`src/rtl/kogge_stone_pkg.sv`:
```
// Shared constants, FSM state encoding and the directed corner-vector table
// for the Kogge-Stone adder BIST engine.
package kogge_stone_pkg;

  localparam int NUM_DIRECTED  = 4;
  localparam int MAX_PRECISION = 64;

  localparam logic [15:0] DEFAULT_SEED = 16'hACE1;
  localparam logic [15:0] DEFAULT_TAPS = 16'hB400;

  typedef logic [1:0] state_t;

  localparam state_t IDLE  = 2'd0;
  localparam state_t APPLY = 2'd1;
  localparam state_t CHECK = 2'd2;
  localparam state_t DONE  = 2'd3;

  // Returns {A, B}, each right-aligned in a MAX_PRECISION-bit field.
  function automatic logic [2*MAX_PRECISION-1:0] directedVector(input logic [1:0] idx,
                                                                input int unsigned width);
    logic [MAX_PRECISION-1:0] maxVal;
    logic [MAX_PRECISION-1:0] one;
    maxVal = '1;
    maxVal = maxVal >> (MAX_PRECISION - width);
    one    = '0;
    one[0] = 1'b1;
    case (idx)
      2'd0:    directedVector = '0;
      2'd1:    directedVector = {maxVal, {MAX_PRECISION{1'b0}}};
      2'd2:    directedVector = {maxVal, one};
      default: directedVector = {maxVal, maxVal};
    endcase
  endfunction

endpackage

```
`src/rtl/kogge_stone_bist_lfsr.sv`:
```
// Galois LFSR used as the pseudo-random operand source; a zero seed is
// replaced by 1 so the register can never lock up in the all-zero state.
module lfsr_galois #(
  parameter int              WIDTH = 16,
  parameter logic [WIDTH-1:0] TAPS  = '0,
  parameter logic [WIDTH-1:0] SEED  = '1
) (
  input  logic             clk_i,
  input  logic             rst_ni,
  input  logic             load_i,
  input  logic             step_i,
  output logic [WIDTH-1:0] state_o
);

  localparam logic [WIDTH-1:0] SAFE_SEED = (SEED == '0) ? WIDTH'(1) : SEED;

  logic [WIDTH-1:0] state_q;
  logic [WIDTH-1:0] state_d;

  always_comb begin
    state_d = state_q[0] ? ((state_q >> 1) ^ TAPS) : (state_q >> 1);
  end

  always_ff @(posedge clk_i or negedge rst_ni) begin
    if (!rst_ni) begin
      state_q <= SAFE_SEED;
    end else if (load_i) begin
      state_q <= SAFE_SEED;
    end else if (step_i) begin
      state_q <= state_d;
    end
  end

  assign state_o = state_q;

endmodule

```
`src/rtl/kogge_stone_bist.sv`:
```
// BIST engine: drives directed then LFSR operands into a combinational adder,
// compares against a behavioural sum and records errors and the first failure.
module kogge_stone_bist
  import kogge_stone_pkg::*;
#(
  parameter int                       PRECISION     = 8,
  parameter int                       NUM_RANDOM    = 16,
  parameter int                       SETTLE_CYCLES = 1,
  parameter logic [2*PRECISION-1:0]   LFSR_SEED     = DEFAULT_SEED,
  parameter logic [2*PRECISION-1:0]   LFSR_TAPS     = DEFAULT_TAPS,
  parameter int                       ERR_W         = 16
) (
  input  logic                 clk_i,
  input  logic                 rst_ni,
  input  logic                 start_i,
  output logic [PRECISION-1:0] operand_a_o,
  output logic [PRECISION-1:0] operand_b_o,
  input  logic [PRECISION-1:0] result_i,
  input  logic                 overflow_i,
  output logic                 busy_o,
  output logic                 done_o,
  output logic                 pass_o,
  output logic [ERR_W-1:0]     error_count_o,
  output logic [15:0]          vector_count_o,
  output logic [PRECISION-1:0] fail_a_o,
  output logic [PRECISION-1:0] fail_b_o
);

  localparam int          LW          = 2 * PRECISION;
  localparam logic [15:0] LAST_IDX    = 16'(NUM_DIRECTED + NUM_RANDOM - 1);
  localparam logic [15:0] SETTLE_LAST = 16'(SETTLE_CYCLES - 1);
  localparam logic [15:0] DIR_COUNT   = 16'(NUM_DIRECTED);

  state_t               state_q, state_d;
  logic [15:0]          idx_q, idx_d;
  logic [15:0]          settle_q, settle_d;
  logic [PRECISION-1:0] a_q, a_d;
  logic [PRECISION-1:0] b_q, b_d;
  logic [ERR_W-1:0]     err_q, err_d;
  logic [15:0]          vcnt_q, vcnt_d;
  logic [PRECISION-1:0] failA_q, failA_d;
  logic [PRECISION-1:0] failB_q, failB_d;
  logic                 failSeen_q, failSeen_d;

  logic                 lfsrLoad, lfsrStep;
  logic [LW-1:0]        lfsrState;
  logic [15:0]          loadIdx;
  logic [2*MAX_PRECISION-1:0] dirVec;
  logic [PRECISION-1:0] vecA, vecB;
  logic [PRECISION:0]   golden;
  logic                 mismatch;

  lfsr_galois #(
    .WIDTH (LW),
    .TAPS  (LFSR_TAPS),
    .SEED  (LFSR_SEED)
  ) u_lfsr (
    .clk_i   (clk_i),
    .rst_ni  (rst_ni),
    .load_i  (lfsrLoad),
    .step_i  (lfsrStep),
    .state_o (lfsrState)
  );

  // A start always loads vector 0; otherwise the next vector is idx+1.
  always_comb begin
    loadIdx = ((state_q == IDLE) || (state_q == DONE)) ? 16'd0 : idx_q + 16'd1;
  end

  // Random vectors take the current LFSR state; it steps on the same load.
  always_comb begin
    dirVec = directedVector(loadIdx[1:0], PRECISION);
    if (loadIdx < DIR_COUNT) begin
      vecA = dirVec[MAX_PRECISION +: PRECISION];
      vecB = dirVec[0 +: PRECISION];
    end else begin
      vecA = lfsrState[LW-1:PRECISION];
      vecB = lfsrState[PRECISION-1:0];
    end
  end

  // Case-inequality makes X or Z on the adder outputs count as a mismatch.
  always_comb begin
    golden   = {1'b0, a_q} + {1'b0, b_q};
    mismatch = (result_i !== golden[PRECISION-1:0]) || (overflow_i !== golden[PRECISION]);
  end

  always_comb begin
    state_d    = state_q;
    idx_d      = idx_q;
    settle_d   = settle_q;
    a_d        = a_q;
    b_d        = b_q;
    err_d      = err_q;
    vcnt_d     = vcnt_q;
    failA_d    = failA_q;
    failB_d    = failB_q;
    failSeen_d = failSeen_q;
    lfsrLoad   = 1'b0;
    lfsrStep   = 1'b0;
    case (state_q)
      IDLE, DONE: begin
        if (start_i) begin
          state_d    = APPLY;
          idx_d      = 16'd0;
          settle_d   = 16'd0;
          err_d      = '0;
          vcnt_d     = 16'd0;
          failA_d    = '0;
          failB_d    = '0;
          failSeen_d = 1'b0;
          lfsrLoad   = 1'b1;
          a_d        = vecA;
          b_d        = vecB;
        end
      end
      APPLY: begin
        if (settle_q == SETTLE_LAST) begin
          state_d  = CHECK;
          settle_d = 16'd0;
        end else begin
          settle_d = settle_q + 16'd1;
        end
      end
      default: begin
        vcnt_d = vcnt_q + 16'd1;
        if (mismatch) begin
          if (err_q != '1) begin
            err_d = err_q + 1'b1;
          end
          if (!failSeen_q) begin
            failA_d    = a_q;
            failB_d    = b_q;
            failSeen_d = 1'b1;
          end
        end
        if (idx_q == LAST_IDX) begin
          state_d = DONE;
        end else begin
          state_d  = APPLY;
          idx_d    = loadIdx;
          a_d      = vecA;
          b_d      = vecB;
          lfsrStep = (loadIdx >= DIR_COUNT);
        end
      end
    endcase
  end

  always_ff @(posedge clk_i or negedge rst_ni) begin
    if (!rst_ni) begin
      state_q    <= IDLE;
      idx_q      <= 16'd0;
      settle_q   <= 16'd0;
      a_q        <= '0;
      b_q        <= '0;
      err_q      <= '0;
      vcnt_q     <= 16'd0;
      failA_q    <= '0;
      failB_q    <= '0;
      failSeen_q <= 1'b0;
    end else begin
      state_q    <= state_d;
      idx_q      <= idx_d;
      settle_q   <= settle_d;
      a_q        <= a_d;
      b_q        <= b_d;
      err_q      <= err_d;
      vcnt_q     <= vcnt_d;
      failA_q    <= failA_d;
      failB_q    <= failB_d;
      failSeen_q <= failSeen_d;
    end
  end

  assign operand_a_o    = a_q;
  assign operand_b_o    = b_q;
  assign busy_o         = (state_q == APPLY) || (state_q == CHECK);
  assign done_o         = (state_q == DONE);
  assign pass_o         = (state_q == DONE) && (err_q == '0);
  assign error_count_o  = err_q;
  assign vector_count_o = vcnt_q;
  assign fail_a_o       = failA_q;
  assign fail_b_o       = failB_q;

endmodule
```
`config.mk`:
```
export PLATFORM = sky130hd
export DESIGN_NAME = kogge_stone_bist
export DESIGN_NICKNAME = d
export VERILOG_FILES = /design/src/rtl/kogge_stone_pkg.sv /design/src/rtl/kogge_stone_bist_lfsr.sv /design/src/rtl/kogge_stone_bist.sv
export SDC_FILE = /design/constraint.sdc
export NUM_CORES = 1
export LEC_CHECK = 0
export CORE_MARGIN = 4
export CORE_UTILIZATION = 56
export CTS_CLUSTER_DIAMETER = 120
export DETAILED_ROUTE_END_ITERATION = 16
export PLACE_DENSITY = 0.85
export SLEW_MARGIN = 5
export SYNTH_ARGS = -nofsm -noshare
export SYNTH_HDL_FRONTEND = slang
export SYNTH_SLANG_ARGS = --single-unit
```
`constraint.sdc`:
```
create_clock -name clk_i -period 3.5 [get_ports clk_i]
set_input_delay 0.7 -clock clk_i [delete_from_list [all_inputs] [get_ports clk_i]]
set_output_delay 0.7 -clock clk_i [all_outputs]
set_load 0.01 [all_outputs]
```
Yosys cells after proc, flatten, opt, wreduce, memory -nomap -nowiden --
Cells that the tools add are included.
Operators by class: magnitude comparators 2, reductions and logical operators 21, bitwise gates (word level) 2, mux-type cells 40, add/subtract/negate cells 5, eq/ne operators 13
Operator list (count):
- $pmux W72 S3 | 1
- $mux W16 | 9
- $pmux W16 S2 | 4
- $mux W8 | 11
- $add A16 B1 Y16 const B | 4
- $pmux W8 S2 | 4
- $logic_not A16 Y1 | 2
- $eq A16 B5 Y1 const B | 1
- $ge A16 B3 Y1 const B | 1
- $lt A16 B3 Y1 const B | 1
- $ne A16 B16 Y1 const B | 1
- $add A8 B8 Y9 | 1
- $nex A8 B8 Y1 | 1
- $reduce_and A4 Y1 | 2
- $reduce_bool A2 Y1 | 4
- $eq A2 B2 Y1 const B | 3
- $mux W1 | 6
- $mux W2 | 3
- $reduce_and A2 Y1 | 3
- $reduce_and A3 Y1 | 2
- $eq A2 B1 Y1 const B | 2
- $logic_not A2 Y1 | 2
- $ne A2 B1 Y1 const B | 2
- $ne A2 B2 Y1 const B | 2
- other kinds (9) | 11
Word-level totals: logic and storage cells 94, flip-flop bits (word level) 115, output and inout bits 67

Depth between registers and ports, before layout --
Gate-level depths: netlist of the first run.
depth after elaboration 8, depth in mapped cells 12, gate-level depth less buffers 9

Hierarchy --
A second synthesis of the first run with hierarchy kept.
Second synthesis, totals: cell total of the unflattened synthesis 658, area total of the unflattened synthesis 6431.2 µm²
By module, submodules not included:
- kogge_stone_bist | sequential area each 2477.4 µm², area each 5704.2 µm², times used 1, cells each 602
- lfsr_galois | sequential area each 410.4 µm², area each 726.9 µm², times used 1, cells each 56

Worst setup path after synthesis of the first run --
Ideal clock, no wire load.
kind reg2reg, start register a_q[0], in the netlist operand_a_o[0], end register failA_q[1], in the netlist fail_a_o[1], data arrival time 2.786 ns, clock period less this slack 2.907 ns, library setup time 0.121 ns, setup slack 0.593 ns, stages on the path, launching flop included 11, cells stage by stage dfrtp_1 > ha_1 > fa_1 > xor2_1 > or4_1 > nor4_1 > o2111a_1 > buf_4 > nor4_4 > buf_2 > a22o_1
Between the ends: word-level cells in the longest chain between the ends 5
RTL lines:
- start: declaration | RTL line kogge_stone_bist.sv:37 | logic [PRECISION-1:0] a_q, a_d;
- start signal: assignment | RTL line kogge_stone_bist.sv:155 | a_q <= '0;
- start signal: assignment | RTL line kogge_stone_bist.sv:166 | a_q <= a_d;
- $add A8 B8 Y9 * | RTL line kogge_stone_bist.sv:84 | golden = {1'b0, a_q} + {1'b0, b_q};
- $nex A8 B8 Y1 / $nex A1 B1 Y1 (equally long branches) | RTL line kogge_stone_bist.sv:85 | mismatch = (result_i !== golden[PRECISION-1:0]) || (overflow_i !== golden[PRECISION]);
- $logic_or A1 B1 Y1 * | RTL line kogge_stone_bist.sv:85
- $reduce_bool A2 Y1 (no line) *
- $reduce_and A4 Y1 (no line) *
- end signal: assignment | RTL line kogge_stone_bist.sv:170 | failA_q <= failA_d;
- end: declaration | RTL line kogge_stone_bist.sv:41 | logic [PRECISION-1:0] failA_q, failA_d;
Every way passes the cells marked *; elsewhere a longest branch is shown, timed or not. A chain may end at the register's enable or synchronous reset.

Worst setup path after layout of the first run --
start register b_q[0], in the netlist operand_b_o[0], end register failB_q[3], in the netlist fail_b_o[3]
Between the ends: word-level cells in the longest chain between the ends 5
RTL lines:
- start: declaration | RTL line kogge_stone_bist.sv:38 | logic [PRECISION-1:0] b_q, b_d;
- start signal: assignment | RTL line kogge_stone_bist.sv:156 | b_q <= '0;
- start signal: assignment | RTL line kogge_stone_bist.sv:167 | b_q <= b_d;
- $add A8 B8 Y9 * | RTL line kogge_stone_bist.sv:84
- $nex A8 B8 Y1 / $nex A1 B1 Y1 (equally long branches) | RTL line kogge_stone_bist.sv:85
- $logic_or A1 B1 Y1 * | RTL line kogge_stone_bist.sv:85
- $reduce_bool A2 Y1 (no line) *
- $reduce_and A4 Y1 (no line) *
- end signal: assignment | RTL line kogge_stone_bist.sv:171 | failB_q <= failB_d;
- end: declaration | RTL line kogge_stone_bist.sv:42 | logic [PRECISION-1:0] failB_q, failB_d;
Marked as above.

==> metrics.yaml, run 1 <==
outcome: "finished, final reports clean"
required_ns: 3.85
crit_fanout: 16
gp_congestion: 0.906
p_leak_nw: 3.50
ys_seq_area_frac: 0.452
min_period_ns: 3.20
drt-wirelength-per-cell_um: 18.0
core_area_sq_um: 11000
dieArea_sq_um: 13200
dpl-instance-area_sq_um: 7260
cts_made_buffers: 17
finalSetupTns_ns: 0
yosysUniqueCellTypes: 67
holdBufCountCts: 0
synth_cells: 683
setup_viol: 0
max_freq_mhz: 312
p_total_w: 0.00686
routed_wl_um: 16400
worstPathArrival_ns: 3.55
synth_edf_count: 0
numClockSinks: 115
synth.cell_area_sq_um: 6390
cts.htree.levels: 4
reg2reg_to: "fail_b_o[3]"
ff2ff_path_depth: 10
clock_latency_ns: 0.41
ys_warn_count: 0
critPathKind: "flip-flop to flip-flop"
port_buffers: 78
area_delta_synth_final_pct: 22.6
firstDrtPassIters: 5
gr-usage-met2: 0.407
root_buffer: "clkbuf_16"
fin_ws_ns: 0.299
ir_worst_vdd_mv: 0.514
first_iter_violations: 709
drv_cap: 0
die_height_um: 115
first_global_vias: 5550
synth_nets: 714
synth_top_family_by_area: "simple AND/OR/NAND/NOR gates"
end_kind: "flip-flop"
grt_use_met1: 0.341
r2r-start: "operand_b_o[0]"
fin_area_sq_um: 7840
synth_seq_cells: 115
insertedDiodeCount: 0
maxSlewViolCount: 0
rsz0062_at_grt: "false"
clk_pin_slew_worst_paths_ns: 0.05
slew_headroom: 0.317
rrSetupSlack_ns: 0.30
fill_cells: 766
yosys.area_share.adder: 0.0384
fin_hold_ws_ns: 0.339
skew_ns: 0.00575
grt_max_degree: 59
num_vias: 5639
synth_flop_cell: "dfrtp_1"
min_period_over_period: 0.915
hpwl_um: 10900
pin_count: 79
cts_buffer_depth: 2
grt-busiest-layer: "met2"
initial_utilization: 0.582
postCtsSetupRepairBufs: 0
gr-usage-met3: 0.0626
nets: 787
power_density_nw_per_um2: 876
drive_gt1_frac: 0.0871
drcViolationCount: 0
gr-total-overflow: 0
track_usage: 0.258
post-place-ws_ns: 0.302
rows: 38
synthSimpleGateAreaFrac: 0.213
hold_class: "input pin to async pin"
cts_resized: 0
fp.dieW_um: 115
synth_mux_area_frac: 0.0339
cts_tree: "built"
avgSynthCellArea_sq_um: 9.36
cp-start-kind: "flip-flop"
synthArstFlopShare: 1.00
grt_pass1_wl_um: 27200
synth_xor_area_frac: 0.0534
hold_violations: 0
postRouteAntennaNets: 0
avgViaCountPerCell: 6.20
tightest_slew_ns: 1.02
grt_antenna_before_repair: 0
synth_compound_area_frac: 0.165
==> flip-flops by register name, indices dropped and copies added, names as in the netlist <==
register and count:
operand_a_o 8, operand_b_o 8, fail_b_o 8, u_lfsr.state_o 16
error_count_o 16, state_q 2, failSeen_q 1, fail_a_o 8
vector_count_o 16, idx_q 16, settle_q 16
==> cell type report <==
cell class	instances	area, sq um	share of cell area
multi-input cells	508	3220	0.411
well taps	140	175	0.0224
clock inverters	10	108	0.0137
flip-flops and latches	115	2890	0.369
inverters	21	78.8	0.0101
clock buffers	22	464	0.0592
repair buffers	93	903	0.115
==> placed cells by master, fill, tap and decap left out, types with 10 or more instances in the layout <==
master and instances:
o31ai_1 14, and3_1 12, xor2_1 25, nor2_1 91
inv_1 21, a22o_1 19, ha_1 18, nor3_1 17
mux2i_1 16, dfrtp_1 107, xnor2_1 14, a31oi_1 10
clkdlybuf4s50_1 77, a21oi_1 31, nand3_1 24, clkbuf_16 17
and4_1 10, o21ai_0 47, buf_4 15, nand2_1 66
==> per-stage QoR <==
stage | cells | utilization
3_5_place_dp | 877 | 0.661
4_1_cts | 909 | 0.713
2_1_floorplan | 683 | -
3_3_place_gp | 877 | 0.661
5_1_grt | 909 | 0.713
6_report | 909 | 0.713
==> worst max path at each step <==
stage                            end           start  cells past startpoint  slack, ns
floorplan                fail_a_o[1]  operand_a_o[0]                     10       0.59
global placement    error_count_o[3]     result_i[6]                      9       0.35
detailed placement  error_count_o[3]     result_i[6]                      9       0.30
CTS                      fail_b_o[3]  operand_b_o[0]                     10       0.30
global route             fail_b_o[2]  operand_b_o[0]                     10       0.12
finish                   fail_b_o[3]  operand_b_o[0]                     10       0.30
==> cells in the mapped netlist (12+ instances only) <==
library cell / count / share of area
dfrtp_1: 107 / 0.42
nor2_1: 91 / 0.053
nand2_1: 66 / 0.039
o21ai_0: 48 / 0.038
a21oi_1: 31 / 0.024
xor2_1: 25 / 0.034
nand3_1: 24 / 0.019
clkbuf_1: 23 / 0.014
inv_1: 21 / 0.012
a22o_1: 19 / 0.026
ha_1: 18 / 0.035
nor3_1: 17 / 0.013
mux2i_1: 16 / 0.025
o31ai_1: 14 / 0.016
xnor2_1: 14 / 0.019
and3_1: 12 / 0.012
==> power breakdown <==
group          internal [W]  switching [W]
clock network       0.00108       0.000608
logic               0.00134        0.00186
registers           0.00163       0.000347
==> routing by layer <==
metal,wire (um),share of wire,up-vias
met5,0,0,-
met3,1120,0.068,51
li1,-,-,2603
met1,6840,0.42,2752
met2,7920,0.48,233
met4,469,0.029,0
==> critical path, stage by stage, from the launching register on <==
cell and delay (ns):
dfrtp_1 0.43, ha_1 0.23, fa_1 0.43, and3_1 0.24, o21ai_1 0.15, a21oi_1 0.11, o21a_1 0.19, o2111a_1 0.30
buf_4 0.17, nor4_4 0.64, a22o_1 0.24
==> cells by family (layout without fill, tap and decap cells) <==
family | Yosys count | in the layout
xor+xnor | 39 | 39
buf+inv | 60 | 146
simple gates | 272 | 272
compound gates | 157 | 157
mux | 21 | 21
flops | 115 | 115
fa+ha+maj | 19 | 19
(Power assumes the default switching activity.)
==> run 2: changes to the inputs <==
CORE_MARGIN = 10   (was 4)
HOLD_SLACK_MARGIN = 0.02   (was not set)
==> metrics.yaml, run 2 (synthesized netlist as in run 1, its figures left out) <==
numClockSinks: 115  # unchanged
ir_worst_vdd_mv: 0.507  # -1.3%
port_buffers: 78  # unchanged
grt_max_degree: 80  # +36%
core_area_sq_um: 11000  # unchanged
skew_ns: 0.00704  # +0.00129 ns
drcViolationCount: 0  # unchanged
hpwl_um: 11200  # +2.8%
track_usage: 0.206  # -0.0518
critPathKind: "flip-flop to flip-flop"
power_density_nw_per_um2: 887  # +1.3%
final_common_cell: "dfrtp_1"
worstPathArrival_ns: 3.58  # +0.03 ns
setup_viol: 0  # unchanged
min_period_over_period: 0.925  # +0.0104
crit_buf_inv: 1  # unchanged
final_cell_mix: "dfrtp_1, nor2_1, clkdlybuf4s50_1"
area_delta_synth_final_pct: 23.3
fill_cells: 761  # -0.65%
finalSetupTns_ns: 0  # unchanged
crit_family: "compound AO/OA/AOI/OAI gates"
dp.cells: 876  # -0.11%
drt-wirelength-per-cell_um: 18.3  # +1.7%
firstDrtPassIters: 7  # +2
gr-total-overflow: 0  # unchanged
first_iter_violations: 568  # -20%
rows: 38  # unchanged
cts_tree: "built"
fin_area_sq_um: 7880  # +0.56%
grt_use_met1: 0.252  # -0.0890
hold_violations: 0  # unchanged
fin_hold_ws_ns: 0.237  # -0.102 ns
p_comb_frac: 0.458  # -0.008
rsz0062_at_grt: "false"
max_freq_mhz: 309  # -1.1%
grt-busiest-layer: "met2"
slew_headroom: 0.367  # +0.0498
outcome: "finished, final reports clean"
drv_cap: 0  # unchanged
cp-start-kind: "flip-flop"
cts_made_buffers: 17  # unchanged
postRouteAntennaNets: 0  # unchanged
intPower_w: 0.00420  # +3.7%
p_leak_nw: 3.51  # +0.26%
gr-usage-met2: 0.348  # -0.0596
gp_congestion: 0.916  # +1.1%
nets: 786  # -0.13%
r2r-start: "operand_b_o[0]"
clock_power_share: 0.260  # +0.014
fp.dieW_um: 127  # +10%
drive_gt1_frac: 0.0846  # -0.00249
cts_buffer_depth: 2  # unchanged
initial_utilization: 0.582  # unchanged
end_kind: "flip-flop"
first_global_vias: 5554  # +0.072%
cts_resized: 0  # unchanged
p_sw_w: 0.00279  # -0.75%
gr-usage-met3: 0.0491  # -0.0135
cts.htree.levels: 4  # unchanged
min_period_ns: 3.24  # +0.0364 ns
hold_class: "input pin to async pin"
grt_pass1_wl_um: 27800  # +2.3%
clk_pin_slew_worst_paths_ns: 0.05  # about the same
grt_antenna_before_repair: 0  # unchanged
cp_cell_sequence: "ha_1 -> fa_1 -> and3_1 -> o21ai_1 -> a21oi_1 -> o21a_1 -> o2111a_1 -> buf_4 -> nor4_4 -> a22o_1"
cp_slowest_cell: "nor4_4"
seq_power_share: 0.282  # -0.006
die_height_um: 127  # +10%
tightest_slew_ns: 0.947  # -0.0744 ns
max_stage_delay_ns: 0.68  # +0.04 ns
num_vias: 5625  # -0.25%
required_ns: 3.84  # about the same
dieArea_sq_um: 16100  # +22%
clock_latency_ns: 0.42  # about the same
postCtsSetupRepairBufs: 0  # unchanged
maxSlewViolCount: 0  # unchanged
stdcell_count: 908  # -0.11%
dpl-instance-area_sq_um: 7260  # -0.10%
crit_fanout: 16  # unchanged
holdBufCountCts: 0  # unchanged
pin_count: 79  # unchanged
startpoint: "operand_b_o[0]"
swShare: 0.399  # -0.0105
routed_wl_um: 16600  # +1.5%
root_buffer: "clkbuf_16"
insertedDiodeCount: 0  # unchanged
avgViaCountPerCell: 6.19  # -0.14%
run 2: cell types whose count changed in the layout (fill, tap and decap cells not counted), sizes merged:
cell,change
buf,-1
clkinvlp,+1
bufinv,+2
clkbuf,+1
clkinv,-4
run 2: final timing paths:
| check | to | slack (ns) | cells past startpoint |
|---|---|---|---|
| setup reg to reg | fail_b_o[7] | 0.26 | 10 |
| setup / recovery | fail_b_o[7] | 0.26 | 10 |
| max in group asynchronous | u_lfsr.state_o[15] | 2.45 | 2 |
| hold / removal | error_count_o[10] | 0.24 | 1 |
| hold reg to reg | u_lfsr.state_o[6] | 0.49 | 2 |
| min in group clk_i | u_lfsr.state_o[6] | 0.49 | 2 |
run 2: stage by stage:
stage / util / power [W] / setup WS [ns]
final: 0.717 / 0.00699 / 0.262
after global routing: 0.717 / 0.00741 / 0.0984
after CTS: 0.717 / 0.00699 / 0.295
after detailed placement: 0.661 / 0.00509 / 0.308
after global placement: 0.661 / 0.00501 / 0.354
after floorplan: - / 0.00400 / 0.593
run 2: area by class of cell:
type | count | area (sq um) | area share
Timing Repair Buffer | 92 | 896 | 0.114
Clock buffer | 23 | 468 | 0.0594
Multi-Input combinational cell | 508 | 3220 | 0.408
Sequential cell | 115 | 2890 | 0.367
Tap cell | 140 | 175 | 0.0222
Clock inverter | 9 | 155 | 0.0197
Inverter | 21 | 78.8 | 0.0100
run 2: metal layers:
metal	part of all wire	wire length, um	vias up
met5	0	0	-
met4	0.016	266	0
met3	0.059	978	24
met2	0.50	8280	218
met1	0.43	7080	2784
li1	-	-	2599
run 2: power groups by stage:
stage	combinational (W)	sequential [W]	clock [W]
floorplan	0.00203	0.00197	0
global placement	0.00304	0.00197	0
detailed placement	0.00311	0.00198	0
CTS	0.00319	0.00197	0.00184
global route	0.00350	0.00201	0.00190
finish	0.00320	0.00197	0.00182
run 2: worst reg2reg max path, cell delays in order (launching register included):
cell      delay, ns
dfrtp_1        0.43
ha_1           0.24
fa_1           0.42
and3_1         0.23
o21ai_1        0.14
a21oi_1        0.10
o21a_1         0.18
o2111a_1       0.30
buf_4          0.17
nor4_4         0.68
a22o_1         0.27
